### src/rtl/lsu_pkg.sv
// Shared definitions for the MEM-stage load/store unit: op codes, FSM states, access-size helpers.
package lsu_pkg;

    typedef enum logic [2:0] {
        OP_LB  = 3'd0,
        OP_LBU = 3'd1,
        OP_LH  = 3'd2,
        OP_LHU = 3'd3,
        OP_LW  = 3'd4,
        OP_SB  = 3'd5,
        OP_SH  = 3'd6,
        OP_SW  = 3'd7
    } lsu_op_e;

    typedef enum logic [1:0] {
        IDLE = 2'd0,
        RD   = 2'd1,
        WR   = 2'd2,
        RESP = 2'd3
    } lsu_state_e;

    function automatic logic [2:0] op_size(input lsu_op_e op);
        case (op)
            OP_LB, OP_LBU, OP_SB: op_size = 3'd1;
            OP_LH, OP_LHU, OP_SH: op_size = 3'd2;
            default:              op_size = 3'd4;
        endcase
    endfunction

    function automatic logic op_is_store(input lsu_op_e op);
        op_is_store = (op == OP_SB) || (op == OP_SH) || (op == OP_SW);
    endfunction

endpackage

### src/rtl/lsu_lane_align.sv
// Combinational lane handling: big-endian load extraction/extension and SB/SH read-modify-write merge.
module lsu_lane_align
    import lsu_pkg::*;
(
    input  lsu_op_e     op,
    input  logic [31:0] rd_word,
    input  logic [31:0] wdata,
    output logic [31:0] load_data,
    output logic [31:0] merge_data
);

    always_comb begin
        load_data = rd_word;
        case (op)
            OP_LB:   load_data = {{24{rd_word[31]}}, rd_word[31:24]};
            OP_LBU:  load_data = {24'h0, rd_word[31:24]};
            OP_LH:   load_data = {{16{rd_word[31]}}, rd_word[31:16]};
            OP_LHU:  load_data = {16'h0, rd_word[31:16]};
            default: load_data = rd_word;
        endcase
    end

    // The addressed byte/half sits in the top lane; the remaining bytes are written back unchanged.
    always_comb begin
        merge_data = wdata;
        case (op)
            OP_SB:   merge_data = {wdata[7:0], rd_word[23:0]};
            OP_SH:   merge_data = {wdata[15:0], rd_word[15:0]};
            default: merge_data = wdata;
        endcase
    end

endmodule

### src/rtl/load_store_unit.sv
// MEM-stage load/store unit in front of a byte-addressed, 4-byte-write datamem.
// Optional macro LSU_ALIGN_CHECK_EN rejects misaligned half/word accesses with resp_err.
module load_store_unit
    import lsu_pkg::*;
#(
    parameter int unsigned MEM_BYTES = 1024
) (
    input  logic        clk,
    input  logic        rst,
    input  logic        req_valid,
    output logic        req_ready,
    input  logic [2:0]  req_op,
    input  logic [31:0] req_addr,
    input  logic [31:0] req_wdata,
    output logic        resp_valid,
    input  logic        resp_ready,
    output logic [31:0] resp_rdata,
    output logic        resp_err,
    output logic [31:0] data_addr,
    output logic        data_wr,
    output logic [31:0] data_out,
    input  logic [31:0] data_in
);

    lsu_state_e  state_q, state_d;
    lsu_op_e     op_q, op_d;
    logic [31:0] addr_q, addr_d;
    logic [31:0] wdata_q, wdata_d;
    logic [31:0] data_out_q, data_out_d;
    logic [31:0] resp_rdata_q, resp_rdata_d;
    logic        resp_valid_q, resp_valid_d;
    logic        resp_err_q, resp_err_d;

    lsu_op_e     req_op_e;
    logic [32:0] req_end;
    logic        range_err;
    logic        misalign;
    logic        accept;
    logic [31:0] load_data;
    logic [31:0] merge_data;

    assign req_op_e  = lsu_op_e'(req_op);
    assign req_ready = (state_q == IDLE) && !rst;
    assign accept    = req_valid && req_ready;

    // 33-bit end address so requests near 2^32 cannot wrap past the range check.
    assign req_end   = {1'b0, req_addr} + {30'h0, op_size(req_op_e)};
    assign range_err = req_end > 33'(MEM_BYTES);

`ifdef LSU_ALIGN_CHECK_EN
    always_comb begin
        misalign = 1'b0;
        case (req_op_e)
            OP_LH, OP_LHU, OP_SH: misalign = req_addr[0];
            OP_LW, OP_SW:         misalign = |req_addr[1:0];
            default:              misalign = 1'b0;
        endcase
    end
`else
    assign misalign = 1'b0;
`endif

    lsu_lane_align u_lane_align (
        .op         (op_q),
        .rd_word    (data_in),
        .wdata      (wdata_q),
        .load_data  (load_data),
        .merge_data (merge_data)
    );

    always_comb begin
        state_d      = state_q;
        op_d         = op_q;
        addr_d       = addr_q;
        wdata_d      = wdata_q;
        data_out_d   = data_out_q;
        resp_rdata_d = resp_rdata_q;
        resp_valid_d = resp_valid_q;
        resp_err_d   = resp_err_q;
        case (state_q)
            IDLE: begin
                if (accept) begin
                    op_d    = req_op_e;
                    addr_d  = req_addr;
                    wdata_d = req_wdata;
                    if (range_err || misalign) begin
                        state_d      = RESP;
                        resp_valid_d = 1'b1;
                        resp_err_d   = 1'b1;
                        resp_rdata_d = '0;
                    end else if (req_op_e == OP_SW) begin
                        state_d    = WR;
                        data_out_d = req_wdata;
                    end else begin
                        state_d = RD;
                    end
                end
            end
            RD: begin
                if (op_is_store(op_q)) begin
                    state_d    = WR;
                    data_out_d = merge_data;
                end else begin
                    state_d      = RESP;
                    resp_valid_d = 1'b1;
                    resp_err_d   = 1'b0;
                    resp_rdata_d = load_data;
                end
            end
            WR: begin
                state_d      = RESP;
                resp_valid_d = 1'b1;
                resp_err_d   = 1'b0;
                resp_rdata_d = '0;
            end
            RESP: begin
                if (resp_ready) begin
                    state_d      = IDLE;
                    resp_valid_d = 1'b0;
                    resp_err_d   = 1'b0;
                    resp_rdata_d = '0;
                end
            end
            default: state_d = IDLE;
        endcase
    end

    always_ff @(posedge clk) begin
        if (rst) begin
            state_q      <= IDLE;
            op_q         <= OP_LB;
            addr_q       <= '0;
            wdata_q      <= '0;
            data_out_q   <= '0;
            resp_rdata_q <= '0;
            resp_valid_q <= 1'b0;
            resp_err_q   <= 1'b0;
        end else begin
            state_q      <= state_d;
            op_q         <= op_d;
            addr_q       <= addr_d;
            wdata_q      <= wdata_d;
            data_out_q   <= data_out_d;
            resp_rdata_q <= resp_rdata_d;
            resp_valid_q <= resp_valid_d;
            resp_err_q   <= resp_err_d;
        end
    end

    assign data_wr    = (state_q == WR) && !rst;
    assign data_addr  = addr_q;
    assign data_out   = data_out_q;
    assign resp_valid = resp_valid_q;
    assign resp_rdata = resp_rdata_q;
    assign resp_err   = resp_err_q;

endmodule

### config.mk
export PLATFORM = sky130hd
export DESIGN_NAME = load_store_unit
export DESIGN_NICKNAME = d
export VERILOG_FILES = /design/src/rtl/lsu_pkg.sv /design/src/rtl/lsu_lane_align.sv /design/src/rtl/load_store_unit.sv
export SDC_FILE = /design/constraint.sdc
export NUM_CORES = 1
export LEC_CHECK = 0
export CAP_MARGIN = 20
export CORE_MARGIN = 2
export CORE_UTILIZATION = 49
export CTS_CLUSTER_DIAMETER = 30
export DETAILED_ROUTE_END_ITERATION = 10
export GPL_ROUTABILITY_DRIVEN = 0
export PLACE_DENSITY = 0.8
export SYNTH_ARGS = -nofsm -noshare
export SYNTH_HDL_FRONTEND = slang
export SYNTH_SLANG_ARGS = --single-unit
### constraint.sdc
create_clock -name clk -period 6.4 [get_ports clk]
set_clock_uncertainty 0.2 [all_clocks]
set_input_delay 1.6 -clock clk [delete_from_list [all_inputs] [get_ports clk]]
set_output_delay 1.6 -clock clk [all_outputs]
set_load 0.05 [all_outputs]
# [Word-level counts from Yosys, hierarchy flattened]
# Cells that the tools add are included.
[totals] in_bits=103 elab_cells=74 register_bits=135 output_inout_bits=100
[classes] eq_ne=22 n_mux=26 order_cmp=1 n_reduce_logical=16 add_sub_neg=1
[op_table] operator="2-to-1 mux 32 bit" n=8
[op_table] operator="one-hot mux 32 bit (4 select lines)" n=2
[op_table] operator="one-hot mux 32 bit (2 select lines)" n=2
[op_table] operator="adder 32 x 3 -> 33 bit" n=1
[op_table] operator="> comparator 33 x 11 -> 1 bit, second input constant" n=1
[op_table] operator="equality test 3 bit, second input constant" n=6
[op_table] operator="equality test 3 x 2 -> 1 bit, second input constant" n=4
[op_table] operator="!= test 2 bit, second input constant" n=6
[op_table] operator="2-to-1 mux 2 bit" n=4
[op_table] operator="one-hot mux 1 bit (4 select lines)" n=2
[op_table] operator="one-hot mux 2 bit (4 select lines)" n=1
[op_table] operator="equality test 3 x 1 -> 1 bit, second input constant" n=2
[op_table] operator="zero test 3 bit" n=2
[op_table] operator="2-to-1 mux 1 bit" n=6
[op_table] operator="one-hot mux 3 bit (2 select lines)" n=1
[op_table] operator="OR reduction 3 bit" n=2
[op_table] operator="AND reduction 5 bit" n=1
[op_table] operator="equality test 2 bit, second input constant" n=2
[op_table] operator="AND reduction 2 bit" n=2
[op_table] operator="AND reduction 4 bit" n=1
[op_table] operator="logical AND 1 bit" n=3
[op_table] operator="equality test 2 x 1 -> 1 bit, second input constant" n=1
[op_table] operator="zero test 2 bit" n=1
[op_table] operator="logical OR 1 bit" n=2
[op_table] operator="other kinds (3)" n=3

# [Logic depth before layout (Yosys ltp)]
[logic_depth] depth_word=8 ltp_mapped=15 depth_no_buf=12

# [Modules after synthesis]
# A second synthesis with hierarchy kept.
[hier_totals] hier_cells=1031 hier_area_um2=7952.6
[modules_own_cells] module="load_store_unit" seq_area_each_um2=2702.6 n_inst=1 cells_per_inst=817 area_each_um2=6622.6
[modules_own_cells] module="lsu_lane_align" seq_area_each_um2=0.0 n_inst=1 cells_per_inst=214 area_each_um2=1330.0

# [Worst setup path after synthesis]
# OpenSTA, ideal clock, no wires.
[synth_timing] path_type="input to register" from="input port req_op[1]" to="register resp_rdata_q[15] (netlist: resp_rdata[15])" path_stages=12 setup_ps=117 t_arrival_ps=4651 path_buffers=1 t_required_ps=6083 setup_slack_ps=1431 path_cell_list="a21boi_0 nor2_1 ha_1 a21oi_2 or3_1 a2111oi_0 o211ai_1 nor4b_2 nand4_1 and4_1 clkbuf_1 a32o_1"
[synth_between] elab_chain_len=7 elab_cells_between_ends=13 classes_between="1 x add/sub; 1 x order compare; 6 x eq/ne; 1 x mux; 4 x reduce/logical"
[synth_lines] item="from (decl)" line_no="load_store_unit.sv:12" source="input logic [2:0] req_op,"
[synth_lines] item="equality test 3 x 2 -> 1 bit, or another cell as far along" line_no="lsu_pkg.sv:23" source="case (op)"
[synth_lines] item="OR reduction 3 bit" line_no="lsu_pkg.sv:23"
[synth_lines] item="one-hot mux 3 bit (2 select lines) *" line_no="lsu_pkg.sv:23"
[synth_lines] item="adder 32 x 3 -> 33 bit *" line_no="load_store_unit.sv:47" source="assign req_end = {1'b0, req_addr} + {30'h0, op_size(req_op_e)};"
[synth_lines] item="> comparator 33 x 11 -> 1 bit *" line_no="load_store_unit.sv:48" source="assign range_err = req_end > 33'(MEM_BYTES);"
[synth_lines] item="!= test 2 bit (no source line) *"
[synth_lines] item="AND reduction 4 bit (no source line) *"
[synth_lines] item="to (signal assigned)" line_no="load_store_unit.sv:144" source="resp_rdata_q <= resp_rdata_d;"
[synth_lines] item="to (decl)" line_no="load_store_unit.sv:30" source="logic [31:0] resp_rdata_q, resp_rdata_d;"
# Mark *: on every way between the ends. The rest lies on a longest branch, timed or not.
# A chain may end at the register's enable or synchronous reset.

# [Worst setup path in the final report]
[layout_timing] from="input port req_op[1]" to="register resp_rdata_q[20] (netlist: resp_rdata[20])"
# Same word-level chain as after synthesis.

==> flow_metrics.py <==
metrics = {
    "global_route": {
        "antenna_found_initial": 0,
        "grt_pass1_vias": 7449,
        "grt_overflow_total": 0,
        "grt_max_degree": 63,
        "grt_pass1_wl_mm": 38.8,
        "grt_usage_pct": 29.4,
    },
    "timing": {
        "finalSetupViolCount": 0,
        "period_share_pct": 88.3,
        "fmax_mhz": 177,
        "tightest_slew_ps": 1080,
        "finalMaxSlewViolations": 0,
        "rsz0062_at_grt": "no",
        "relSlewSlack_pct": 28.1,
        "period_needed_ps": 5650,
        "hold_viol_final": 0,
        "setup-tns-final_ps": 0,
    },
    "drt": {
        "wl_mm": 25.2,
        "avgRoutedWirePerCell_um": 18.5,
        "drc": 0,
        "vias_per_cell": 6.00,
        "ant_nets": 0,
        "vias": 8147,
        "first_pass_iters": 5,
        "drtIter0Drc": 762,
    },
    "place": {
        "dpl.cell_count": 1330,
        "place_hpwl_mm": 17.9,
        "port_buffers": 202,
    },
    "clock_tree": {
        "htree_levels": 4,
        "cts_tree": "yes",
        "clockBufferDepth": 2,
        "cts_buffers": 17,
        "cts_setup_buffers": 0,
        "cts-root-buf": "clkbuf_16",
        "cts_hold_buf": 0,
        "insertion_delay_ps": 430,
        "clk_pin_slew_ps": 50,
        "cts_sinks": 135,
        "ctsResizeCount": 0,
    },
    "floorplanning": {
        "start_util_pct": 49.5,
        "die_x_um": 130,
        "fp-row-count": 46,
        "core_area_mm2": 0.0157,
        "ioPinCount": 203,
        "dieHeight_um": 130,
        "die-area_mm2": 0.0169,
    },
    "yosys": {
        "synth.area.top_cells": "dfxtp_1 (35%), mux2i_1 (9.6%), nand2_1 (8.7%), nand3_1 (5.1%), a211oi_1 (3.6%)",
        "synth_top_area_share_pct": 34.7,
        "yosysWarnings": 0,
        "netlist_instances": 981,
        "syn_area_per_cell_um2": 7.93,
        "syn-num-nets": 1092,
        "synth_top_cell_by_area": "dfxtp_1",
        "async_flop_share_pct": 0,
        "ys_types": 63,
        "synth_edf_count": 0,
        "ys_ff_latch": 135,
        "ys.flop_type": "dfxtp_1",
        "netlist_area_mm2": 0.00778,
        "synth-seq-area-share_pct": 34.7,
    },
    "cells_and_area": {
        "syn_to_final_growth_pct": 34.1,
        "final_cells": 1358,
        "final_cell_mix": "clkdlybuf4s50_1 (202), nand2_1 (180), dfxtp_1 (133)",
        "final_nets": 1244,
        "drive_above_1_share_pct": 6.83,
        "fillers": 1345,
        "multiInputGateArea_mm2": 0.00463,
        "antenna_cells": 0,
        "regArea_mm2": 0.00271,
        "final_common_cell": "clkdlybuf4s50_1",
    },
    "power": {
        "power_per_cell_area_mw_per_mm2": 354,
        "cellLeakagePower_nw": 4.01,
        "ir_drop_uv": 247,
    },
    "critical_path": {
        "critPathLaunchType": "input port",
        "end_kind": "flip-flop",
        "critPathMaxFanout": 32,
        "required_ps": 6550,
        "critPathBufInv": 2,
        "crit_family": "simple AND/OR/NAND/NOR gates",
        "cpPeakStageDelay_ps": 630,
        "cp.arrival_ps": 5800,
        "slowest_stage": "a2111oi_0",
        "crit_path_cell_trace": "clkdlybuf4s50_1 > a21boi_0 > nor2_1 > ha_1 > a21oi_2 > or3_1 > a2111oi_0 > o211ai_1 > nor4b_2 > nand4_1 > nand3_2 > buf_12 > mux2i_1",
        "critPathKind": "in2reg",
    },
    "worst_hold_path": {
        "hold_class": "reg2reg",
    },
    "flow_run": {
        "cap_violations": 0,
    },
    "status": {
        "status": "finished clean",
    },
}
-- routing by layer --
layer	share of wire, %	GRT usage (%)	wire, um
met5	0	0	0
met4	4.0	14.1	997
met3	9.2	7.18	2330
met2	45	45.6	11300
met1	42	38.6	10500
-- cells in the mapped netlist, drive strengths merged (17+ instances only) --
master and count:
nand2 181, dfxtp 135, nand3 79, mux2i 75, clkbuf 65, a21oi 45, nor2 40, a211oi 38
inv 35, o21ai 28, buf 19, nand2b 18, mux2 17
-- final cells by class --
cell class	count	share of cell area, %
tap	216	2.59
clock buffer	26	5.17
timing repair buffer	217	20.6
clock inverter	2	0.120
multi-input combinational	726	44.3
sequential	135	25.9
inverter	36	1.31
-- final timing paths --
check	from	end	slack (ps)	depth (start not counted)
setup / recovery	req_op[1]	resp_rdata[20]$_SDFFE_PP0P_	750	13
setup reg to reg	op_q[0]$_SDFFE_PP0P_	data_out[1]$_SDFFE_PP0P_	3100	6
hold reg to reg	data_addr[0]$_SDFFE_PP0P_	data_addr[0]$_SDFFE_PP0P_	250	2
hold / removal	data_addr[0]$_SDFFE_PP0P_	data_addr[0]$_SDFFE_PP0P_	250	2
-- cell families after synthesis --
logic type / synth area share, %
mux: 12.1
buf+inv: 5.97
xor+xnor: 0.450
compound gates: 20.3
flops: 34.7
fa+ha+maj: 1.38
simple gates: 25.1
-- power breakdown --
group,switching [W],internal (W)
clock network,0.000359,0.000568
registers,0.000113,0.000997
logic,0.00106,0.000597
total,0.00154,0.00216
-- per-stage QoR --
stage / worst slack (ps) / hold slack [ps] / instance area (um^2) / total power (W) / utilization, %
2_1_floorplan: 1430 / 242 / 7780 / 0.00225 / -
3_3_place_gp: 513 / 241 / 9880 / 0.00275 / 62.9
3_5_place_dp: 389 / 244 / 9880 / 0.00277 / 62.9
4_1_cts: 823 / 255 / 10400 / 0.00370 / 66.4
5_1_grt: 312 / 268 / 10400 / 0.00387 / 66.4
6_report: 750 / 255 / 10400 / 0.00370 / 66.4
-- sequential cells by signal, summed over array words and instances (netlist names) --
name and cells:
resp_valid 1, wdata_q 32, data_addr 32, data_out 32
resp_err 1, resp_rdata 32, op_q 3, state_q 2
-- worst min-delay path, cell delays in order, from the launching register on --
cell and delay (ps):
dfxtp_1 310, nand3_1 60, nand2_1 40
No activity file was read; power rests on OpenSTA's default activity.
